[src/rtl/uart_pkg.sv]
// Shared definitions for the UART transmit/receive path.
package uart_pkg;

    typedef enum logic [1:0] {
        IDLE  = 2'd0,
        START = 2'd1,
        DATA  = 2'd2,
        STOP  = 2'd3
    } tx_state_e;

    localparam int unsigned FRAME_BITS = 10;
    localparam int unsigned DATA_BITS  = 8;

    // Clock cycles per serial symbol; truncating division, must come out >= 2.
    function automatic int unsigned symbol_edge_time(input int unsigned clock_freq,
                                                     input int unsigned baud_rate);
        return clock_freq / baud_rate;
    endfunction

endpackage

[src/rtl/uart_baud_tick.sv]
// Symbol timer: counts 0..SymbolEdgeTime-1 and flags the last cycle of each symbol.
// Held at zero while clear is high so a new symbol starts aligned to the caller.
module uart_baud_tick
    import uart_pkg::*;
#(
    parameter int unsigned ClockFreq = 50_000_000,
    parameter int unsigned BaudRate  = 115_200
) (
    input  logic Clock,
    input  logic Reset,
    input  logic clear,
    output logic tick
);

    localparam int unsigned SymbolEdgeTime = symbol_edge_time(ClockFreq, BaudRate);
    localparam int unsigned CountWidth     = $clog2(SymbolEdgeTime);
    localparam logic [CountWidth-1:0] LastCount = CountWidth'(SymbolEdgeTime - 1);

    logic [CountWidth-1:0] count_q;
    logic [CountWidth-1:0] count_d;

    assign tick = (count_q == LastCount);

    // Next count: hold at zero on clear, wrap after the last cycle of a symbol.
    always_comb begin
        count_d = count_q + CountWidth'(1);
        if (clear || tick) begin
            count_d = '0;
        end
    end

    // Counter register.
    always_ff @(posedge Clock or posedge Reset) begin
        if (Reset) begin
            count_q <= '0;
        end else begin
            count_q <= count_d;
        end
    end

endmodule

[src/rtl/uart_transmitter.sv]
// 8N1 serial transmitter: one byte per DataInValid/DataInReady handshake,
// start bit, 8 data bits LSB first, stop bit. SOut comes straight from a flop.
module uart_transmitter
    import uart_pkg::*;
#(
    parameter int unsigned ClockFreq = 50_000_000,
    parameter int unsigned BaudRate  = 115_200
) (
    input  logic       Clock,
    input  logic       Reset,
    input  logic [7:0] DataIn,
    input  logic       DataInValid,
    output logic       DataInReady,
    output logic       SOut
);

    localparam logic [2:0] LastBit = 3'(DATA_BITS - 1);

    tx_state_e  state_q, state_d;
    logic [7:0] shift_q, shift_d;
    logic [2:0] bit_idx_q, bit_idx_d;
    logic       sout_q, sout_d;
    logic       tick;
    logic       handshake;

    assign DataInReady = (state_q == IDLE);
    assign handshake   = DataInValid && DataInReady;
    assign SOut        = sout_q;

    // The counter sits at zero through IDLE, so START begins a fresh symbol.
    uart_baud_tick #(
        .ClockFreq (ClockFreq),
        .BaudRate  (BaudRate)
    ) u_baud_tick (
        .Clock (Clock),
        .Reset (Reset),
        .clear (state_q == IDLE),
        .tick  (tick)
    );

    // Next-state, shift register and line level. The line level is derived from the
    // next state so the registered SOut lines up with the state it belongs to.
    always_comb begin
        state_d   = state_q;
        shift_d   = shift_q;
        bit_idx_d = bit_idx_q;
        sout_d    = 1'b1;

        unique case (state_q)
            IDLE: begin
                if (handshake) begin
                    state_d = START;
                    shift_d = DataIn;
                end
            end
            START: begin
                if (tick) begin
                    state_d   = DATA;
                    bit_idx_d = '0;
                end
            end
            DATA: begin
                if (tick) begin
                    shift_d   = shift_q >> 1;
                    bit_idx_d = bit_idx_q + 3'd1;
                    if (bit_idx_q == LastBit) begin
                        state_d = STOP;
                    end
                end
            end
            STOP: begin
                if (tick) begin
                    state_d = IDLE;
                end
            end
        endcase

        unique case (state_d)
            START:   sout_d = 1'b0;
            DATA:    sout_d = shift_d[0];
            default: sout_d = 1'b1;
        endcase
    end

    // State, data and line registers; reset aborts any frame and idles the line.
    always_ff @(posedge Clock or posedge Reset) begin
        if (Reset) begin
            state_q   <= IDLE;
            shift_q   <= '0;
            bit_idx_q <= '0;
            sout_q    <= 1'b1;
        end else begin
            state_q   <= state_d;
            shift_q   <= shift_d;
            bit_idx_q <= bit_idx_d;
            sout_q    <= sout_d;
        end
    end

endmodule
[config.mk]
export PLATFORM = sky130hd
export DESIGN_NAME = uart_transmitter
export DESIGN_NICKNAME = d
export VERILOG_FILES = /design/src/rtl/uart_pkg.sv /design/src/rtl/uart_baud_tick.sv /design/src/rtl/uart_transmitter.sv
export SDC_FILE = /design/constraint.sdc
export NUM_CORES = 1
export LEC_CHECK = 0
export ABC_AREA = 0
export CORE_MARGIN = 8
export CORE_UTILIZATION = 40
export CTS_CLUSTER_SIZE = 10
export DETAILED_ROUTE_END_ITERATION = 8
export PLACE_DENSITY = 0.72
export REMOVE_ABC_BUFFERS = 1
export SYNTH_ARGS = -nofsm -noshare
export SYNTH_HDL_FRONTEND = slang
export SYNTH_HIERARCHICAL = 1
export SYNTH_SLANG_ARGS = --single-unit
[constraint.sdc]
create_clock -name Clock -period 4.05 [get_ports Clock]
set_clock_uncertainty 0.05 [all_clocks]
set_input_delay 0.6075 -clock Clock [delete_from_list [all_inputs] [get_ports Clock]]
set_output_delay 0.6075 -clock Clock [all_outputs]
set_load 0.02 [all_outputs]
==> summary.txt <==
=================================================================================================
Data arrival, critical path                                                               1.91 ns
Yosys warns                                                                                     6
Post-synthesis simple-gate area fraction                                                    0.205
Die X                                                                                70.8 microns
Buffer cell driving the clock tree root                                              sky130_fd_sc_hd__clkbuf_4
Crit. End Element                                                                    primary output
Number of DRC markers in iteration 0                                                           32
Number of placement rows                                                                       20
GRT Overall Usage                                                                          0.0937
Hold path startpoint                                                                   shift_q[2]
Count of nets left with antenna violations after detail routing                                 0
Final HPWL DP                                                                             1.70 mm
CP max stage cell                                                                    sky130_fd_sc_hd__clkdlybuf4s50_1
Antenna diode instance count                                                                    0
Endpoint, Worst Hold                                                                   shift_q[2]
Effective utilization at floorplan                                                          0.407
Non-filler cells in the finished layout                                                       162
Via count of the first global-routing pass                                                    902
Clock Sink Count                                                                               23
Max transition margin                                                                       0.618
Setup slack of the most critical reg-to-reg path                                          1.78 ns
Seq/Total Area, Yosys                                                                       0.480
Total of flip-flops plus latches after synthesis                                               23
Final core utilization                                                                      0.463
Max-slew violation count                                                                        0
Area growth from synthesis to layout                                                        13.7%
Biggest fanout along the worst timing path                                                     14
Worst skew pair latency                                                                   0.30 ns
Setup repair after global routing missed its margin                                            no
Leak Pwr                                                                                 0.606 nW
Detail-routed via count per cell                                                             5.49
Count of fill cells added during filler insertion                                             279
Total standard cell area after synthesis                                               1200 sq um
Worst Max-Slew Pin Slew                                                                  0.571 ns
Cts-stage hold buffer count                                                                     0
Final Routed Wirelength                                                                   2.22 mm
Dpl cells                                                                                     158
WL met1                                                                               991 microns
Power per Cell Area                                                                   591 nW/um^2
Die Ht                                                                               70.8 microns
Total iterations of the first detailed-routing run                                              4
I/O Pins                                                                                       13
Layout cell share with drive strength beyond 1                                              0.116
Count of vias placed by the detailed router                                                   890
# nets final                                                                                  145
Number of buffers inserted by post-CTS setup repair                                             0
Mean Syn Cell Area                                                                     10.4 sq um
Register clock-pin slew on the reported worst setup and hold paths                        0.13 ns
Worst voltage drop across the vdd grid                                                   0.264 mV
Number of buffers inserted during clock tree synthesis                                          3
Number of synthesized flops with an enable pin                                                  0
Clock H-tree levels                                                                             1
Worst path cell trace                                                                nor2_2 > clkdlybuf4s50_1
Largest stage delay, worst path                                                           0.67 ns
Period Utilization, post-route                                                              0.634
FF-to-FF path depth                                                                             5
Setup Total Neg Slack                                                                        0 ns
Largest net degree at the start of global routing                                              15
Final hold vios                                                                                 0
Core Region                                                                            2950 sq um
Number of standard cells after synthesis                                                      116
Metal3 WL                                                                              75 microns
Adder-Cell Fraction of Synth Area                                                          0.0417
Post-synthesis xor/xnor area fraction                                                      0.0292
Global placement routability congestion                                                     0.836
Compound-Gate Fraction of Synth Area                                                        0.193
Area leader, netlist                                                                 sky130_fd_sc_hd__dfrtp_1
CTS tree                                                                                     done
Worst hold path depth                                                                           2
Initial antenna violation count                                                                 0
Highest attainable clock frequency                                                        389 MHz
Data required, critical path                                                              3.39 ns
Main combinational cell family by area after synthesis                               simple AND/OR/NAND/NOR gates
Placed Instance Area                                                                   1340 sq um
Worst hold path type                                                                 flip-flop to flip-flop
DIE AREA                                                                               5010 sq um
Met2 routed WL                                                                            1.13 mm
Number of distinct library cell variants in the gate-level netlist after synthesis             39
# port buffers                                                                                 12
Most used DFF post-synth                                                             sky130_fd_sc_hd__dfrtp_1
Uppermost layer routed                                                                       met4
Number of buffers on the longest clock path                                                     2
Share of the synthesized area in the top cell type                                          0.458
Crit path kind                                                                       flip-flop to primary output
Total grt overflow                                                                              0
Routed WL per cell                                                                   13.7 microns
Result of the run                                                                    finished, final reports clean
Setup-failing EPs final                                                                         0
Post-route standard cell area excluding fillers                                        1370 sq um
Post-synthesis mux area share                                                             0.00938
Max-cap violations                                                                              0
Number of DRC violations after detailed routing                                                 0
Post-CTS resize count                                                                           0
Element type at the critical path start                                                 flip-flop
Origin of the critical flop-to-flop path                                             u_baud_tick/count_q[2]
Reg2reg end                                                                            shift_q[7]
Shortest clock period the worst path allows after layout                                  2.57 ns
Wire length of the first global-routing pass                                              3.84 mm
Proportion of register bits with asynchronous set or reset after synthesis                   1.00
Dominant cells by area after synthesis                                               sky130_fd_sc_hd__dfrtp_1, sky130_fd_sc_hd__nand2_1, sky130_fd_sc_hd__a22o_1, sky130_fd_sc_hd__ha_1, sky130_fd_sc_hd__a22oi_1
=================================================================================================
-- area by class of cell --
type                       instances  area, sq um  share of cell area
multi-input combinational         83          574               0.420
sequential                        23          577               0.422
inverter                           7         26.3              0.0192
tap                               33         41.3              0.0302
timing repair buffer              12          120              0.0879
clock inverter                     1         5.00             0.00366
clock buffer                       3         22.5              0.0165
-- logic make-up after synthesis --
kind of cell,Yosys count
AND/OR/NAND/NOR,45
AO/OA/AOI/OAI,29
flip-flops,23
buffers and inverters,10
XOR/XNOR,4
adder cells (fa/ha/maj),4
multiplexers,1
-- where the power goes --
group / total, mW / switching, mW / internal, mW
logic: 0.281 / 0.151 / 0.131
clock network: 0.104 / 0.0675 / 0.0368
registers: 0.421 / 0.100 / 0.321
total: 0.807 / 0.319 / 0.488
-- sequential cells by signal, summed over array words and instances (netlist names) --
| signal | cells |
|---|---|
| SOut | 1 |
| u_baud_tick/count_q | 9 |
| bit_idx_q | 3 |
| shift_q | 8 |
| state_q | 2 |
-- metal layers --
metal	global-route usage	vias to the layer above
met5	0	-
met4	0.0416	0
met3	0.0254	2
met2	0.163	13
met1	0.104	436
li1	-	439
-- worst max-delay path: cells and delay by family, from the launching register on --
| family | cells | cell delay, ns |
|---|---|---|
| buf+inv | 1 | 0.67 |
| flops | 1 | 0.57 |
| simple gates | 1 | 0.36 |
-- cells in the mapped netlist (2+ instances only) --
cell	instances
sky130_fd_sc_hd__nand2_1	19
sky130_fd_sc_hd__o21ai_0	4
sky130_fd_sc_hd__ha_1	4
sky130_fd_sc_hd__a21oi_1	2
sky130_fd_sc_hd__nor2_1	6
sky130_fd_sc_hd__inv_1	7
sky130_fd_sc_hd__nand3_1	3
sky130_fd_sc_hd__nor2_2	2
sky130_fd_sc_hd__xor2_1	2
sky130_fd_sc_hd__a22oi_1	6
sky130_fd_sc_hd__dfrtp_1	22
sky130_fd_sc_hd__a22o_1	6
sky130_fd_sc_hd__xnor2_1	2
sky130_fd_sc_hd__a31oi_1	4
sky130_fd_sc_hd__nor2b_1	2
sky130_fd_sc_hd__or3_1	2
-- stage by stage --
step / setup WS, ns / total power [mW] / hold slack [ns]
detailed placement: 1.81 / 0.709 / 0.420
global route: 1.37 / 0.871 / 0.466
floorplan: 2.07 / 0.624 / 0.385
global placement: 1.86 / 0.696 / 0.416
finish: 1.48 / 0.807 / 0.450
CTS: 1.47 / 0.815 / 0.454
-- cells in the final DEF (no fill, tap or decap), types with 4 or more instances in the layout --
cell type and instances:
sky130_fd_sc_hd__a22o_1 6, sky130_fd_sc_hd__a22oi_1 6, sky130_fd_sc_hd__a31oi_1 4, sky130_fd_sc_hd__clkdlybuf4s50_1 12, sky130_fd_sc_hd__dfrtp_1 22, sky130_fd_sc_hd__ha_1 4, sky130_fd_sc_hd__inv_1 7, sky130_fd_sc_hd__nand2_1 19
sky130_fd_sc_hd__nor2_1 6, sky130_fd_sc_hd__o21ai_0 4
-- how the worst max path moves through the flow --
| stage | from | slack, ns | end | depth (start not counted) |
|---|---|---|---|---|
| 3_3_place_gp | state_q[1] | 1.86 | DataInReady | 2 |
| 2_1_floorplan | u_baud_tick/count_q[2] | 2.07 | shift_q[7] | 5 |
| 4_1_cts | state_q[1] | 1.47 | DataInReady | 2 |
| 6_report | state_q[1] | 1.48 | DataInReady | 2 |
| 3_5_place_dp | u_baud_tick/count_q[2] | 1.81 | shift_q[7] | 5 |
| 5_1_grt | state_q[1] | 1.37 | DataInReady | 2 |
(Power assumes the default switching activity.)
